<file path="src/rtl/mux_8to1_rr.sv">
// mux_8to1_rr: eight valid/ready input streams merged into one registered
// output stream by a round-robin arbiter. Each output beat carries its source
// channel index on {sel2,sel1,sel0}, encoded like the dmux_1to8 selects.
// Optional packet lock: define MUX_PKT_LOCK_EN to add in_last/out_last and
// hold the grant on one channel until that channel's last beat is accepted.
module mux_8to1_rr #(
  parameter int WIDTH = 8
) (
  input  logic               clk,
  input  logic               rst_n,
  input  logic [8*WIDTH-1:0] in_data,
  input  logic [7:0]         in_valid,
  output logic [7:0]         in_ready,
  output logic [WIDTH-1:0]   out_data,
  output logic               out_valid,
  input  logic               out_ready,
  output logic               sel0,
  output logic               sel1,
  output logic               sel2
`ifdef MUX_PKT_LOCK_EN
  ,
  input  logic [7:0]         in_last,
  output logic               out_last
`endif
);

  // Round-robin pick: first requester strictly after ptr, wrapping upward.
  // With no requester the result is don't-care and is returned as 0.
  function automatic logic [2:0] rr_pick(input logic [7:0] req, input logic [2:0] ptr);
    logic [2:0] idx;
    logic       found;
    rr_pick = 3'd0;
    found   = 1'b0;
    for (int k = 1; k <= 8; k++) begin
      idx = ptr + k[2:0];
      if (!found && req[idx]) begin
        rr_pick = idx;
        found   = 1'b1;
      end else begin
        found   = found;
      end
    end
  endfunction

  logic [2:0]       r_ptr;
  logic [WIDTH-1:0] r_out_data;
  logic             r_out_valid;
  logic [2:0]       r_sel;

  logic             w_load;
  logic [2:0]       w_rr_grant;
  logic [2:0]       w_grant;
  logic             w_req_any;
  logic             w_accept;
  logic [7:0]       w_in_ready;

`ifdef MUX_PKT_LOCK_EN
  logic             r_locked;
  logic [2:0]       r_lock_ch;
  logic             r_out_last;
`endif

  // Output stage may take a new beat when empty or when its beat drains now.
  assign w_load     = !r_out_valid | out_ready;
  assign w_rr_grant = rr_pick(in_valid, r_ptr);

  // Grant selection; a locked packet overrides the round-robin choice.
  always_comb begin
    w_grant   = w_rr_grant;
    w_req_any = |in_valid;
`ifdef MUX_PKT_LOCK_EN
    if (r_locked) begin
      w_grant   = r_lock_ch;
      w_req_any = in_valid[r_lock_ch];
    end else begin
      w_grant   = w_rr_grant;
      w_req_any = |in_valid;
    end
`endif
  end

  // One-hot ready towards the single granted channel, only when accepting.
  always_comb begin
    w_accept   = w_load & w_req_any;
    w_in_ready = 8'd0;
    if (w_accept) begin
      w_in_ready = 8'd1 << w_grant;
    end else begin
      w_in_ready = 8'd0;
    end
  end

  // Output register, priority pointer and sel tag.
  always_ff @(posedge clk or negedge rst_n) begin
    if (!rst_n) begin
      r_ptr       <= 3'd7;
      r_out_data  <= {WIDTH{1'b0}};
      r_out_valid <= 1'b0;
      r_sel       <= 3'd0;
    end else if (w_accept) begin
      r_out_data  <= in_data[w_grant*WIDTH +: WIDTH];
      r_sel       <= w_grant;
      r_out_valid <= 1'b1;
      r_ptr       <= w_grant;
    end else if (w_load) begin
      r_out_valid <= 1'b0;
    end else begin
      r_out_valid <= r_out_valid;
    end
  end

`ifdef MUX_PKT_LOCK_EN
  // Packet lock tracking and registered last flag of the winning beat.
  always_ff @(posedge clk or negedge rst_n) begin
    if (!rst_n) begin
      r_locked   <= 1'b0;
      r_lock_ch  <= 3'd0;
      r_out_last <= 1'b0;
    end else if (w_accept) begin
      r_out_last <= in_last[w_grant];
      r_lock_ch  <= w_grant;
      r_locked   <= !in_last[w_grant];
    end else begin
      r_locked   <= r_locked;
    end
  end

  assign out_last = r_out_last;
`endif

  assign in_ready  = w_in_ready;
  assign out_data  = r_out_data;
  assign out_valid = r_out_valid;
  assign sel0      = r_sel[0];
  assign sel1      = r_sel[1];
  assign sel2      = r_sel[2];

endmodule
</file>
<file path="config.mk">
export PLATFORM = sky130hd
export DESIGN_NAME = mux_8to1_rr
export DESIGN_NICKNAME = d
export VERILOG_FILES = /design/src/rtl/mux_8to1_rr.sv
export SDC_FILE = /design/constraint.sdc
export NUM_CORES = 1
export LEC_CHECK = 0
export ABC_AREA = 1
export CORE_AREA = 2 2 67 69
export DETAILED_ROUTE_END_ITERATION = 8
export DIE_AREA = 0 0 69 71
export DONT_BUFFER_PORTS = 1
export PLACE_DENSITY = 0.69
export SLEW_MARGIN = 0
export SYNTH_ARGS = -nofsm -noshare
export SYNTH_HDL_FRONTEND = slang
export SYNTH_SLANG_ARGS = --single-unit
</file>
<file path="constraint.sdc">
create_clock -name clk -period 4.3 [get_ports clk]
set_input_delay 1.075 -clock clk [delete_from_list [all_inputs] [get_ports clk]]
set_output_delay 1.075 -clock clk [all_outputs]
set_load 0.02 [all_outputs]
</file>
### After elaboration in Yosys (flattened, before gate mapping)

Cells that the tools add are included.

| word-level totals | value |
|---|---|
| bits in registers | 15 |
| latch bits | 0 |
| memory bits (writable) | 0 |
| ROM bits | 0 |
| output and inout bits | 20 |
| memories | 0 |

| cells by class | value |
|---|---|
| add/sub/neg operators | 7 |
| $mul | 0 |
| div/mod/pow operators | 0 |
| order comparisons | 8 |
| eq/ne operators | 0 |
| shifts and indexed selects | 2 |
| muxes and demuxes | 34 |
| bitwise gates (word level) | 2 |
| reductions and logical operators | 17 |

Operators with widths:

| kind | count |
|---|---|
| 64-bit by 7-bit indexed part select with 8-bit output | 1 |
| 3-bit by 4-bit < comparator with 1-bit output, second input constant | 8 |
| 1-bit binary-select mux with 3-bit select | 8 |
| 3-bit 2-to-1 mux | 8 |
| 1-bit 2-to-1 mux | 17 |
| 3-bit adder, second input constant | 4 |
| 1-bit zero test | 8 |
| 8-bit 2-to-1 mux | 1 |
| 8-bit OR reduction | 1 |
| 1-bit by 3-bit << shifter with 8-bit output, first input constant | 1 |
| 1-bit logical AND | 7 |
| 3-bit by 2-bit adder with 3-bit output, second input constant | 2 |
| 3-bit by 1-bit adder with 3-bit output, second input constant | 1 |
| 2-bit nonzero test | 1 |
| 1-bit AND | 1 |
| 1-bit OR | 1 |

### Longest topological paths before layout

| logic depth | value |
|---|---|
| depth in word-level cells | 27 |
| depth in mapped cells | 23 |
| gate-level depth less buffers | 20 |

### Worst setup path after synthesis

No wires, ideal clock.

| timing | value |
|---|---|
| path kind | reg2out |
| from | reg r_ptr[0] |
| to | out in_ready[2] |
| arrival | 2964 ps |
| required time | 3225 ps |
| path slack | 261 ps |
| stages on the path, launching flop included | 19 |
| buffers on the path | 3 |
| path through | dfstp_2 > buf_6 > inv_2 > buf_6 > ha_1 > inv_1 > nand3_2 > nand3_2 > nand2_4 > nor2_8 > nand3_4 > nor2_8 > nand3_4 > nor2_2 > inv_2 > nand4_4 > buf_6 > nand2_1 > nor2_1 |

| on the way | value |
|---|---|
| word-level cells in the longest chain between the ends | 27 |
| elaborated cells on any way between the ends | 54 |
| classes of those cells | 7 x add/sub; 1 x shift; 32 x mux; 14 x reduce/logical |

RTL lines:

| item | line | source |
|---|---|---|
| start, declared | 45 | `logic [2:0] r_ptr;` |
| start signal, assigned | 104 | `r_ptr <= w_grant;` |
| 3-bit by 1-bit adder with 3-bit output | 35 | `idx = ptr + k[2:0];` |
| 1-bit binary-select mux with 3-bit select | 36 | `if (!found && req[idx]) begin` |
| 1-bit 2-to-1 mux (implied by the code) | 36 |  |
| 1-bit 2-to-1 mux | 36 |  |
| 1-bit zero test | 36 |  |
| 1-bit logical AND | 36 |  |
| 1-bit 2-to-1 mux | 36 |  |
| 1-bit zero test | 36 |  |
| [... 11 more ...] | n/a |  |
| 1-bit zero test | 36 |  |
| 1-bit logical AND | 36 |  |
| 1-bit 2-to-1 mux | 36 |  |
| 1-bit zero test | 36 |  |
| 1-bit logical AND | 36 |  |
| 3-bit 2-to-1 mux (*) | 36 |  |
| 1-bit by 3-bit << shifter with 8-bit output (*) | 87 | `w_in_ready = 8'd1 << w_grant;` |
| 8-bit 2-to-1 mux (*) | 86 | `if (w_accept) begin` |
| end, declared | 13 | `output logic [7:0] in_ready,` |

Mark *: on every way between the ends. The rest lies on a longest branch, timed or not. The select of a mux whose other input is x is not followed.

### Worst setup path after layout

Same ends and word-level chain as after synthesis.

==> out/qor.yml <==
worst_hold_path:
  hp-class: "in -> async"
worst_setup_path:
  crit_arrival_ns: 3.01
  cp_cell_sequence: "inv_2 > ha_1 > inv_2 > nand3_2 > nand3_2 > nand2_4 > nor2_8 > nand3_4 > nor2_8 > nand3_4 > o21ai_1 > nand2_1 > nor2_4 > inv_2 > nor2_1 > buf_4"
  end_kind: "primary output"
  crit_family: "simple AND/OR/NAND/NOR gates"
  critPathKind: "reg -> out"
  crit_top_cell: "inv_2"
  path_max_fanout: 7
  rr_startpoint: "r_ptr[0]"
  critPathBufInv: 4
  cp_slowest_cell: "dfstp_2"
  critPathLaunch: "r_ptr[0]"
  worst_ep_required_time_ns: 3.22
  slowest_delay_ns: 0.53
  worst_setup_path_start_kind: "flip-flop"
route:
  ant_nets: 0
  vias_per_cell: 5.45
  first_iter_violations: 74
  routed_wl_um: 5770
  drc: 0
  first_pass_iters: 4
  wire_per_inst_um: 13.2
  via_count: 2377
synth:
  ys_types: 31
  synthFlopType: "dfrtp_1"
  synth_edf_count: 0
  syn_inst: 376
  async_flop_share: 1.00
  yosys_warnings: 0
  synthMuxAreaShare: 0
  postSynthRegisterBits: 15
  syn_avg_cell_area_um2: 5.95
  syn-num-nets: 453
  synth_compound_area_frac: 0.0347
  synth_top_family_by_area: "simple AND/OR/NAND/NOR gates"
  netlist_area_mm2: 0.00224
  yosys.area_share.simple: 0.675
  synth-adder-area-share: 0.0112
  synth_xor_area_frac: 0.0201
  yosysSeqAreaShare: 0.170
global_routing:
  grt_pass1_vias: 2210
  track_usage: 0.235
  grt_pass1_wl_um: 9600
  grt_overflow: 0
  grt_antenna_before_repair: 0
  grt_max_degree: 33
die:
  die_h_um: 71
  fp.dieW_um: 69
  dieArea_mm2: 0.00490
  row_count: 24
  io_pins: 95
  core_area_mm2: 0.00420
  initial_utilization: 0.532
finish:
  fin_nets: 462
  syn_to_final_growth_pct: 6.04
  fill_cells: 442
  multi_input_area_mm2: 0.00166
  regArea_um2: 379
  final_cell_area_mm2: 0.00237
  antenna-diode-count: 0
  drive_gt1_frac: 0.193
  final_util: 0.564
status:
  status: "finished, final reports clean"
placed_design:
  post-dp-hpwl_um: 4670
  io_buffers: 0
  place_area_mm2: 0.00230
  place.gp.congestion: 0.873
timing:
  setup_tns_ns: 0
  hold_violations: 0
  clock.fmax_ghz: 0.245
  slew_viol_final: 0
  finalCritPeriodShare: 0.951
  final.min_clock_period_ns: 4.09
  setup_viol: 0
  fin_skew_ns: 0.00226
  whs_ns: 0.517
  rsz0062_at_grt: "no"
  worst_pin_slew_ns: 0.407
  slew_headroom: 0.727
clock_network:
  clk_latency_ns: 0.25
  clockBufferDepth: 2
  clk_pin_slew_ns: 0.06
  numCtsBuffers: 3
  cts-root-buf: "clkbuf_8"
  tritoncts: "done"
  htreeDepth: 1
  clock-sinks: 15
flow_run:
  drv_cap: 0
metrics by stage:
stage	std cells	worst slack, ns
after floorplan	376	0.261
after global placement	429	0.250
after detailed placement	429	0.186
after CTS	436	0.138
after global routing	436	0.0298
final	436	0.210
registers in the layout, indices dropped and copies added (netlist names):
register	flops
out_data	8
r_ptr	3
r_sel	3
out_valid	1
layout make-up:
cell class	count	area share
Multi-Input combinational cell	326	0.700
Sequential cell	15	0.160
Timing Repair Buffer	20	0.0633
Inverter	19	0.0301
Tap cell	52	0.0274
Clock buffer	3	0.0174
Clock inverter	1	0.00211
repair_timing:
action,4_1_cts,5_1_grt
hold buffers,0,0
pin swaps,1,0
setup endpoints to repair,8,8
gates resized for setup,0,2
buffers inserted,3,0
cells by family after synthesis:
logic type / count (synthesis)
and+or+nand+nor: 310
buffers and inverters: 35
DFF: 15
AOI/OAI and AO/OA: 11
xor gates and xnor gates: 3
adders and majority gates: 2
path summary, 6_finish.rpt:
check | end | slack (ns) | depth (start not counted)
min in group clk | r_sel[2] | 0.63 | 2
setup / recovery | in_ready[2] | 0.21 | 16
setup reg to reg | out_data[3] | 1.39 | 18
max in group asynchronous | r_ptr[0] | 3.61 | 0
hold / removal | r_sel[0] | 0.52 | 0
hold reg to reg | r_sel[2] | 0.63 | 2
cell usage after synthesis (2+ instances only):
| cell | instances | area, um2 |
|---|---|---|
| inv_1 | 10 | 37.5 |
| ha_1 | 2 | 25.0 |
| nor2_8 | 2 | 40.0 |
| dfrtp_1 | 12 | 300 |
| nand2_2 | 7 | 43.8 |
| nand2_1 | 198 | 743 |
| nand3_1 | 55 | 275 |
| xnor2_1 | 2 | 17.5 |
| buf_2 | 4 | 20.0 |
| o21ai_0 | 6 | 30.0 |
| inv_2 | 9 | 33.8 |
| nor2_4 | 3 | 33.8 |
| buf_4 | 5 | 37.5 |
| buf_6 | 6 | 67.6 |
| dfstp_2 | 3 | 78.8 |
| nand2_4 | 4 | 45.0 |
| nand3_4 | 4 | 70.1 |
| nand3_2 | 10 | 100 |
| nor4_1 | 2 | 12.5 |
| nor2_2 | 2 | 12.5 |
| nand4_1 | 5 | 31.3 |
| nor2_1 | 16 | 60.1 |
per-layer routing:
layer	GRT usage	part of all wire	wire length [um]	vias to the layer above
met5	0	0	0	-
met4	0.0850	0.022	126	0
met3	0.0356	0.063	361	10
met2	0.457	0.52	2990	93
met1	0.256	0.40	2290	1054
li1	-	-	-	1220
cells in the final DEF (no fill, tap or decap), types with 2 or more instances in the layout:
master and n:
buf_4 20, clkbuf_8 3, dfrtp_1 12, dfstp_2 3
ha_1 2, inv_1 9, inv_2 10, nand2_1 197
nand2_2 8, nand2_4 4, nand3_1 55, nand3_2 10
nand3_4 4, nand4_1 5, nor2_1 16, nor2_2 2
nor2_4 3, nor2_8 2, nor4_1 2, o21ai_0 6
xnor2_1 2
Power is left out: the tool's default activity adds up to more than one toggle a clock period on the data nets, which glitch-free logic cannot reach.
